==> config.mk <==
export PLATFORM = sky130hd
export DESIGN_NAME = btb_resolve_unit_flat
export DESIGN_NICKNAME = d
export VERILOG_FILES = /design/src/rtl/btb_pkg.sv /design/src/rtl/btb_resolve_unit_if.sv /design/src/rtl/btb_resolve_unit_pred_fifo.sv /design/src/rtl/btb_resolve_unit.sv /design/src/flat_wrapper.sv
export SDC_FILE = /design/constraint.sdc
export NUM_CORES = 1
export LEC_CHECK = 0
export ABC_CLOCK_PERIOD_IN_PS = 11600
export BUFFER_PORTS_ARGS = -buffer_cell sky130_fd_sc_hd__clkbuf_2
export CORE_MARGIN = 8
export CORE_UTILIZATION = 25
export DETAILED_ROUTE_END_ITERATION = 6
export PLACE_DENSITY = 0.45
export RECOVER_POWER = 25
export SLEW_MARGIN = 40
export SYNTH_ARGS = -nofsm -noshare
export SYNTH_HDL_FRONTEND = slang
export SYNTH_SLANG_ARGS = --single-unit
export TNS_END_PERCENT = 100
==> constraint.sdc <==
create_clock -name CLK -period 11.6 [get_ports CLK]
set_input_delay 1.74 -clock CLK [delete_from_list [all_inputs] [get_ports CLK]]
set_output_delay 1.74 -clock CLK [all_outputs]
set_load 0.03 [all_outputs]
==> src/rtl/btb_pkg.sv <==
// Shared BTB definitions: address width, index/tag split, prediction entry and outcome class.
// Used by the resolve unit, its prediction queue and the BTB itself.
package btb_pkg;

  localparam int ADDR_W  = 32;
  localparam int IDX_LSB = 2;
  localparam int IDX_MSB = 11;
  localparam int TAG_LSB = 12;
  localparam int TAG_MSB = 31;

  typedef struct packed {
    logic [ADDR_W-1:0] pc;
    logic              valid;
    logic [ADDR_W-1:0] target;
  } pred_entry_t;

  typedef enum logic [1:0] {
    CORRECT   = 2'd0,
    MISS_NT_T = 2'd1,
    MISS_TGT  = 2'd2,
    MISS_T_NT = 2'd3
  } outcome_t;

  function automatic outcome_t classify(input pred_entry_t p, input logic taken,
                                        input logic [ADDR_W-1:0] target);
    outcome_t o;
    o = CORRECT;
    if (p.valid) begin
      if (!taken)                o = MISS_T_NT;
      else if (target != p.target) o = MISS_TGT;
    end else if (taken) begin
      o = MISS_NT_T;
    end
    return o;
  endfunction

endpackage

==> src/rtl/btb_resolve_unit_if.sv <==
// Fetch/execute/BTB-update signal bundle of the resolve unit.
// unit = the resolve unit's view, master = the surrounding pipeline's view.
interface btb_resolve_unit_if;
  import btb_pkg::*;

  logic              Pred_push_IN;
  logic [ADDR_W-1:0] Pred_PC_IN;
  logic              Pred_valid_IN;
  logic [ADDR_W-1:0] Pred_target_IN;
  logic              Full_OUT;
  logic              Resolve_IN;
  logic              Actual_taken_IN;
  logic [ADDR_W-1:0] Actual_target_IN;
  logic              Resolution_OUT;
  logic [ADDR_W-1:0] Branch_addr_OUT;
  logic [ADDR_W-1:0] Branch_resolved_addr_OUT;
  logic              Mispredict_OUT;
  logic [ADDR_W-1:0] Redirect_addr_OUT;
  logic              Underflow_OUT;
  logic [31:0]       Branch_count_OUT;
  logic [31:0]       Mispredict_count_OUT;

  modport unit (
    input  Pred_push_IN, Pred_PC_IN, Pred_valid_IN, Pred_target_IN,
    input  Resolve_IN, Actual_taken_IN, Actual_target_IN,
    output Full_OUT, Resolution_OUT, Branch_addr_OUT, Branch_resolved_addr_OUT,
    output Mispredict_OUT, Redirect_addr_OUT, Underflow_OUT,
    output Branch_count_OUT, Mispredict_count_OUT
  );

  modport master (
    output Pred_push_IN, Pred_PC_IN, Pred_valid_IN, Pred_target_IN,
    output Resolve_IN, Actual_taken_IN, Actual_target_IN,
    input  Full_OUT, Resolution_OUT, Branch_addr_OUT, Branch_resolved_addr_OUT,
    input  Mispredict_OUT, Redirect_addr_OUT, Underflow_OUT,
    input  Branch_count_OUT, Mispredict_count_OUT
  );

endinterface

==> src/rtl/btb_resolve_unit_pred_fifo.sv <==
// In-order prediction queue: head visible combinationally, push/pop take effect next cycle.
// A push while full is dropped; flush empties the queue and also drops a same-cycle push.
module pred_fifo
  import btb_pkg::*;
#(
  parameter int DEPTH = 4,
  localparam int PW   = $clog2(DEPTH),
  localparam int CW   = PW + 1
) (
  input  logic          clk,
  input  logic          rst_n,
  input  logic          push,
  input  pred_entry_t   push_entry,
  input  logic          pop,
  input  logic          flush,
  output pred_entry_t   head,
  output logic [CW-1:0] count,
  output logic          full,
  output logic          empty
);

  pred_entry_t   mem [DEPTH];
  logic [PW-1:0] wr_ptr;
  logic [PW-1:0] rd_ptr;
  logic          push_ok;

  assign full    = (count == CW'(DEPTH));
  assign empty   = (count == '0);
  assign head    = mem[rd_ptr];
  assign push_ok = push && !full && !flush;

  always_ff @(posedge clk) begin
    if (push_ok) mem[wr_ptr] <= push_entry;
  end

  always_ff @(posedge clk or negedge rst_n) begin
    if (!rst_n) begin
      wr_ptr <= '0;
      rd_ptr <= '0;
      count  <= '0;
    end else if (flush) begin
      // Everything behind the resolved entry is wrong-path work.
      rd_ptr <= wr_ptr;
      count  <= '0;
    end else begin
      if (push_ok) wr_ptr <= wr_ptr + PW'(1);
      if (pop)     rd_ptr <= rd_ptr + PW'(1);
      case ({push_ok, pop})
        2'b10:   count <= count + CW'(1);
        2'b01:   count <= count - CW'(1);
        default: count <= count;
      endcase
    end
  end

endmodule

==> src/rtl/btb_resolve_unit.sv <==
// Resolves queued BTB predictions against execute outcomes; drives BTB write-back, redirect, stats.
// Outputs registered one cycle after Resolve_IN; fetch must honour Full_OUT (pushes while full are lost).
module btb_resolve_unit
  import btb_pkg::*;
#(
  parameter int DEPTH           = 4,
  parameter int FALLTHRU_OFFSET = 8
) (
  input  logic              CLK,
  input  logic              RESET,
  btb_resolve_unit_if.unit  bus
);

  localparam int CW = $clog2(DEPTH) + 1;

  pred_entry_t   push_entry;
  pred_entry_t   head;
  logic [CW-1:0] count;
  logic          full;
  logic          empty;
  logic          resolve_ok;
  logic          mispredict;
  logic          write_btb;
  outcome_t      outcome;

  logic              resolution_q;
  logic [ADDR_W-1:0] branch_addr_q;
  logic [ADDR_W-1:0] resolved_addr_q;
  logic              mispredict_q;
  logic [ADDR_W-1:0] redirect_q;
  logic              underflow_q;
  logic [31:0]       branch_cnt_q;
  logic [31:0]       mispredict_cnt_q;

  assign push_entry.pc     = bus.Pred_PC_IN;
  assign push_entry.valid  = bus.Pred_valid_IN;
  assign push_entry.target = bus.Pred_valid_IN ? bus.Pred_target_IN : '0;

  pred_fifo #(.DEPTH(DEPTH)) u_pred_fifo (
    .clk        (CLK),
    .rst_n      (RESET),
    .push       (bus.Pred_push_IN),
    .push_entry (push_entry),
    .pop        (resolve_ok),
    .flush      (mispredict),
    .head       (head),
    .count      (count),
    .full       (full),
    .empty      (empty)
  );

  assign resolve_ok = bus.Resolve_IN && !empty;
  assign outcome    = classify(head, bus.Actual_taken_IN, bus.Actual_target_IN);
  assign mispredict = resolve_ok && (outcome != CORRECT);
  // A zero target means "no write" to the BTB, so it can never be installed.
  assign write_btb  = resolve_ok && (outcome == MISS_NT_T || outcome == MISS_TGT)
                      && (bus.Actual_target_IN != '0);

  always_ff @(posedge CLK or negedge RESET) begin
    if (!RESET) begin
      resolution_q     <= 1'b0;
      branch_addr_q    <= '0;
      resolved_addr_q  <= '0;
      mispredict_q     <= 1'b0;
      redirect_q       <= '0;
      underflow_q      <= 1'b0;
      branch_cnt_q     <= '0;
      mispredict_cnt_q <= '0;
    end else begin
      resolution_q <= write_btb;
      mispredict_q <= mispredict;
      if (bus.Resolve_IN && empty) underflow_q <= 1'b1;
      if (resolve_ok) branch_cnt_q <= branch_cnt_q + 32'd1;
      if (write_btb) begin
        branch_addr_q   <= head.pc;
        resolved_addr_q <= bus.Actual_target_IN;
      end
      if (mispredict) begin
        mispredict_cnt_q <= mispredict_cnt_q + 32'd1;
        redirect_q       <= (outcome == MISS_T_NT) ? head.pc + ADDR_W'(FALLTHRU_OFFSET)
                                                   : bus.Actual_target_IN;
      end
    end
  end

  assign bus.Full_OUT                 = full;
  assign bus.Resolution_OUT           = resolution_q;
  assign bus.Branch_addr_OUT          = branch_addr_q;
  assign bus.Branch_resolved_addr_OUT = resolved_addr_q;
  assign bus.Mispredict_OUT           = mispredict_q;
  assign bus.Redirect_addr_OUT        = redirect_q;
  assign bus.Underflow_OUT            = underflow_q;
  assign bus.Branch_count_OUT         = branch_cnt_q;
  assign bus.Mispredict_count_OUT     = mispredict_cnt_q;

endmodule

==> src/flat_wrapper.sv <==
// flat-port wrapper written by rule: the top's interface ports become plain ports
module btb_resolve_unit_flat import btb_pkg::*;
#(
  parameter int DEPTH           = 4,
  parameter int FALLTHRU_OFFSET = 8
)
  (CLK, RESET, bus_Pred_push_IN, bus_Pred_PC_IN, bus_Pred_valid_IN, bus_Pred_target_IN, bus_Resolve_IN, bus_Actual_taken_IN, bus_Actual_target_IN, bus_Full_OUT, bus_Resolution_OUT, bus_Branch_addr_OUT, bus_Branch_resolved_addr_OUT, bus_Mispredict_OUT, bus_Redirect_addr_OUT, bus_Underflow_OUT, bus_Branch_count_OUT, bus_Mispredict_count_OUT);
  btb_resolve_unit_if bus_i ();
  input  logic CLK;
  input  logic RESET;
  input wire logic [$bits(bus_i.Pred_push_IN)-1:0] bus_Pred_push_IN;
  input wire logic [$bits(bus_i.Pred_PC_IN)-1:0] bus_Pred_PC_IN;
  input wire logic [$bits(bus_i.Pred_valid_IN)-1:0] bus_Pred_valid_IN;
  input wire logic [$bits(bus_i.Pred_target_IN)-1:0] bus_Pred_target_IN;
  input wire logic [$bits(bus_i.Resolve_IN)-1:0] bus_Resolve_IN;
  input wire logic [$bits(bus_i.Actual_taken_IN)-1:0] bus_Actual_taken_IN;
  input wire logic [$bits(bus_i.Actual_target_IN)-1:0] bus_Actual_target_IN;
  output wire logic [$bits(bus_i.Full_OUT)-1:0] bus_Full_OUT;
  output wire logic [$bits(bus_i.Resolution_OUT)-1:0] bus_Resolution_OUT;
  output wire logic [$bits(bus_i.Branch_addr_OUT)-1:0] bus_Branch_addr_OUT;
  output wire logic [$bits(bus_i.Branch_resolved_addr_OUT)-1:0] bus_Branch_resolved_addr_OUT;
  output wire logic [$bits(bus_i.Mispredict_OUT)-1:0] bus_Mispredict_OUT;
  output wire logic [$bits(bus_i.Redirect_addr_OUT)-1:0] bus_Redirect_addr_OUT;
  output wire logic [$bits(bus_i.Underflow_OUT)-1:0] bus_Underflow_OUT;
  output wire logic [$bits(bus_i.Branch_count_OUT)-1:0] bus_Branch_count_OUT;
  output wire logic [$bits(bus_i.Mispredict_count_OUT)-1:0] bus_Mispredict_count_OUT;
  assign bus_i.Pred_push_IN = bus_Pred_push_IN;
  assign bus_i.Pred_PC_IN = bus_Pred_PC_IN;
  assign bus_i.Pred_valid_IN = bus_Pred_valid_IN;
  assign bus_i.Pred_target_IN = bus_Pred_target_IN;
  assign bus_i.Resolve_IN = bus_Resolve_IN;
  assign bus_i.Actual_taken_IN = bus_Actual_taken_IN;
  assign bus_i.Actual_target_IN = bus_Actual_target_IN;
  assign bus_Full_OUT = bus_i.Full_OUT;
  assign bus_Resolution_OUT = bus_i.Resolution_OUT;
  assign bus_Branch_addr_OUT = bus_i.Branch_addr_OUT;
  assign bus_Branch_resolved_addr_OUT = bus_i.Branch_resolved_addr_OUT;
  assign bus_Mispredict_OUT = bus_i.Mispredict_OUT;
  assign bus_Redirect_addr_OUT = bus_i.Redirect_addr_OUT;
  assign bus_Underflow_OUT = bus_i.Underflow_OUT;
  assign bus_Branch_count_OUT = bus_i.Branch_count_OUT;
  assign bus_Mispredict_count_OUT = bus_i.Mispredict_count_OUT;
  btb_resolve_unit #(.DEPTH(DEPTH), .FALLTHRU_OFFSET(FALLTHRU_OFFSET)) u_core (.CLK(CLK), .RESET(RESET), .bus(bus_i));
endmodule
==> impl_metrics.json <==
{
  "status": "complete, but fails checks",
  "violations": "capacitance limit, slew limit",
  "totalWireLength_um": 56600,
  "track_usage_pct": 13.6,
  "design_area_mm2": 0.0221,
  "dp_hpwl_um": 40200,
  "final_util_pct": 30.9,
  "via_count": 11300,
  "synthesis.area_mm2": 0.0181,
  "grt_max_degree": 90,
  "min_period_ns": 6.42,
  "p_leak_nw": 8.74,
  "clock_latency_ns": 0.60,
  "finalPower_w": 0.00598,
  "detail_route.wl_per_cell_um": 22.5,
  "cp_slowest_cell": "clkbuf_1",
  "cts_root_buf": "clkbuf_16",
  "arrival_ns": 7.12,
  "ant_nets": 0,
  "synth_top_area_share_pct": 43.2,
  "hold_class": "reg2reg",
  "setup_violations": 0,
  "seq_area_frac_synth_pct": 66.8,
  "synthFlopType": "edfxtp_1",
  "rsz0062_at_grt": "no",
  "die_h_um": 285,
  "ys_top_cells_by_area": "edfxtp_1 (43%), dfrtp_1 (24%), mux4_2 (5.9%)",
  "cp_max_fo": 53,
  "placed_area_mm2": 0.0205,
  "numPlacedInstances": 2416,
  "tightest_slew_ns": 3.14,
  "synth.most_common_cell": "edfxtp_1",
  "avgSynthCellArea_um2": 14.6,
  "crit_type": "in2async",
  "start_util_pct": 25.3,
  "synth_commonest_cells": "edfxtp_1 (260), dfrtp_1 (170), nand2_1 (161)",
  "slew_headroom_pct": -110,
  "synth_top_cell_by_area": "edfxtp_1",
  "first_iter_violations": 766,
  "ir_drop_v": 0.000107,
  "grt_pass1_wl_um": 83000,
  "cp_top_family": "buffers and inverters",
  "synth.ff_latch_count": 430,
  "finClkSkew_ns": 0.0206,
  "cp.required_ns": 12.31,
  "port_buffers": 265,
  "h-tree-depth": 2,
  "ys_warn_count": 0,
  "slew_violations": 129,
  "crit_buf_inv": 4,
  "gr-total-overflow": 0,
  "fp.dieW_um": 285,
  "first_pass_iters": 5,
  "startpoint_type": "primary input",
  "clock-sinks": 430,
  "fin_cells": 2512,
  "p_per_area_mw_per_mm2": 271,
  "clk_path_buf_depth": 3,
  "async_reset_ff_share_pct": 39.5,
  "fmax_mhz": 156,
  "grt_pass1_vias": 11700,
  "cts.clk_slew.worst_paths_ns": 0.06,
  "cp-end-kind": "async pin",
  "synth_cell_types": 59,
  "post_cts_resized": 0,
  "area.growth.synth_to_final_pct": 22.3,
  "synthCells": 1237,
  "die_area_mm2": 0.0811,
  "tns_ns": 0,
  "cp_cell_sequence": "clkbuf_1 > clkbuf_1 > buf_4 > buf_4",
  "nFillCells": 7208,
  "drive_gt1_share_pct": 26.3,
  "routabilityCongestion": 0.781,
  "syn_nets": 1350,
  "drc": 0,
  "finalHoldViolations": 0,
  "period_share_pct": 55.3,
  "nNetsFinal": 1632,
  "core-area_mm2": 0.0715,
  "cts-buffers-inserted": 50,
  "antenna_found_initial": 6,
  "hold_buffers": 0,
  "max_stage_delay_ns": 2.31,
  "cts_setup_buffers": 0,
  "cap_violations": 3,
  "cts_tree": "done",
  "synth_edf_count": 260,
  "via_per_inst": 4.51,
  "rows": 98,
  "ios": 266
}
[final timing paths]
kind                                                                  start                                            to  slack (ns)  depth (start not counted)
worst max-delay path                                                  RESET  u_core.bus.Redirect_addr_OUT[28]$_DFFE_PN0P_        5.18                          4
min in group asynchronous                                             RESET   u_core.bus.Branch_count_OUT[20]$_DFFE_PN0P_        1.77                          1
worst max register to register     u_core.u_pred_fifo.rd_ptr[0]$_DFFE_PN0P_       u_core.u_pred_fifo.mem[2][20]$_DFFE_PP_        5.67                         13
worst min-delay path            u_core.bus.Branch_count_OUT[31]$_DFFE_PN0P_   u_core.bus.Branch_count_OUT[31]$_DFFE_PN0P_        0.46                          1
worst min register to register  u_core.bus.Branch_count_OUT[31]$_DFFE_PN0P_   u_core.bus.Branch_count_OUT[31]$_DFFE_PN0P_        0.46                          1
max in group CLK                   u_core.u_pred_fifo.rd_ptr[0]$_DFFE_PN0P_       u_core.u_pred_fifo.mem[2][20]$_DFFE_PP_        5.67                         13
[placed cells by master, fill, tap and decap left out, drive strengths merged, types with 6 or more instances in the layout]
cell type	count
clkbuf	332
edfxtp	260
dfrtp	170
nand2	161
xnor2	81
o21ai	64
mux4	57
and2	41
nand3	40
nor2	38
mux2i	36
xor2	31
nand4	27
inv	26
a21oi	24
mux2	23
clkinv	19
nor4	15
buf	15
and3	13
nor3b	10
ha	10
and4	8
nor3	7
o211ai	6
nand2b	6
[where the power goes]
part / switching (W) / internal (W)
Combinational: 0.00142 / 0.000711
Clock: 0.000654 / 0.000949
Sequential: 0.000227 / 0.00202
[area by class of cell]
cell class / count / area [um^2] / share of cell area (%)
Antenna cell: 2 / 5.00 / 0.0226
Clock buffer: 66 / 1410 / 6.39
Clock inverter: 27 / 268 / 1.21
Inverter: 23 / 86.3 / 0.391
Multi-Input combinational cell: 733 / 5670 / 25.6
Sequential cell: 430 / 12100 / 54.6
Tap cell: 950 / 1190 / 5.38
Timing Repair Buffer: 281 / 1410 / 6.36
[registers in the layout, summed over array words and instances (netlist names), 2 cells and up]
name and flops:
u_core.u_pred_fifo.count 3, u_core.bus.Redirect_addr_OUT 32, u_core.bus.Mispredict_count_OUT 32, u_core.bus.Branch_resolved_addr_OUT 32, u_core.bus.Branch_addr_OUT 32, u_core.bus.Branch_count_OUT 32, u_core.u_pred_fifo.mem 260, u_core.u_pred_fifo.rd_ptr 2
u_core.u_pred_fifo.wr_ptr 2
[worst reg2reg max path, cell delays in order, from the launching register on]
cell and delay (ns):
dfrtp_4 0.72, buf_6 0.61, mux4_2 0.66, o2bb2ai_1 0.14, a311o_1 0.33, a211oi_2 0.19, nand4_1 0.16, o21ai_1 0.16
ha_1 0.32, nand2b_2 0.18, inv_1 0.35, nor3b_2 0.57, and2_4 0.51, buf_4 0.62
[cells by family (layout without fill, tap and decap cells)]
group                      after synthesis  after routing  synth area share (%)
other                                    0              2                     0
muxes                                  116            116                  10.7
and+or+nand+nor                        375            375                  10.4
adders and majority gates               11             11                 0.803
buffers and inverters                   74            397                  1.99
AOI/OAI and AO/OA                      119            119                  3.84
DFF                                    430            430                  66.8
xor gates and xnor gates               112            112                  5.43
[stage by stage]
step | hold slack, ns | setup slack (ns)
2_1_floorplan | 0.552 | 5.74
3_3_place_gp | 0.457 | 5.09
4_1_cts | 0.469 | 5.22
6_report | 0.464 | 5.18
3_5_place_dp | 0.461 | 5.17
5_1_grt | 0.482 | 4.13
[routing by layer]
layer  part of all wire (%)  routed length, um  GRT usage, %  vias to the layer above
li1                       -                  -             -                     5140
met1                     47              26800          19.4                     5757
met2                     45              25200          20.8                      357
met3                    6.2               3510          3.14                       72
met4                    1.9               1080          3.30                        2
met5                  0.023                 13             0                        -
No activity file was read; power rests on OpenSTA's default activity.
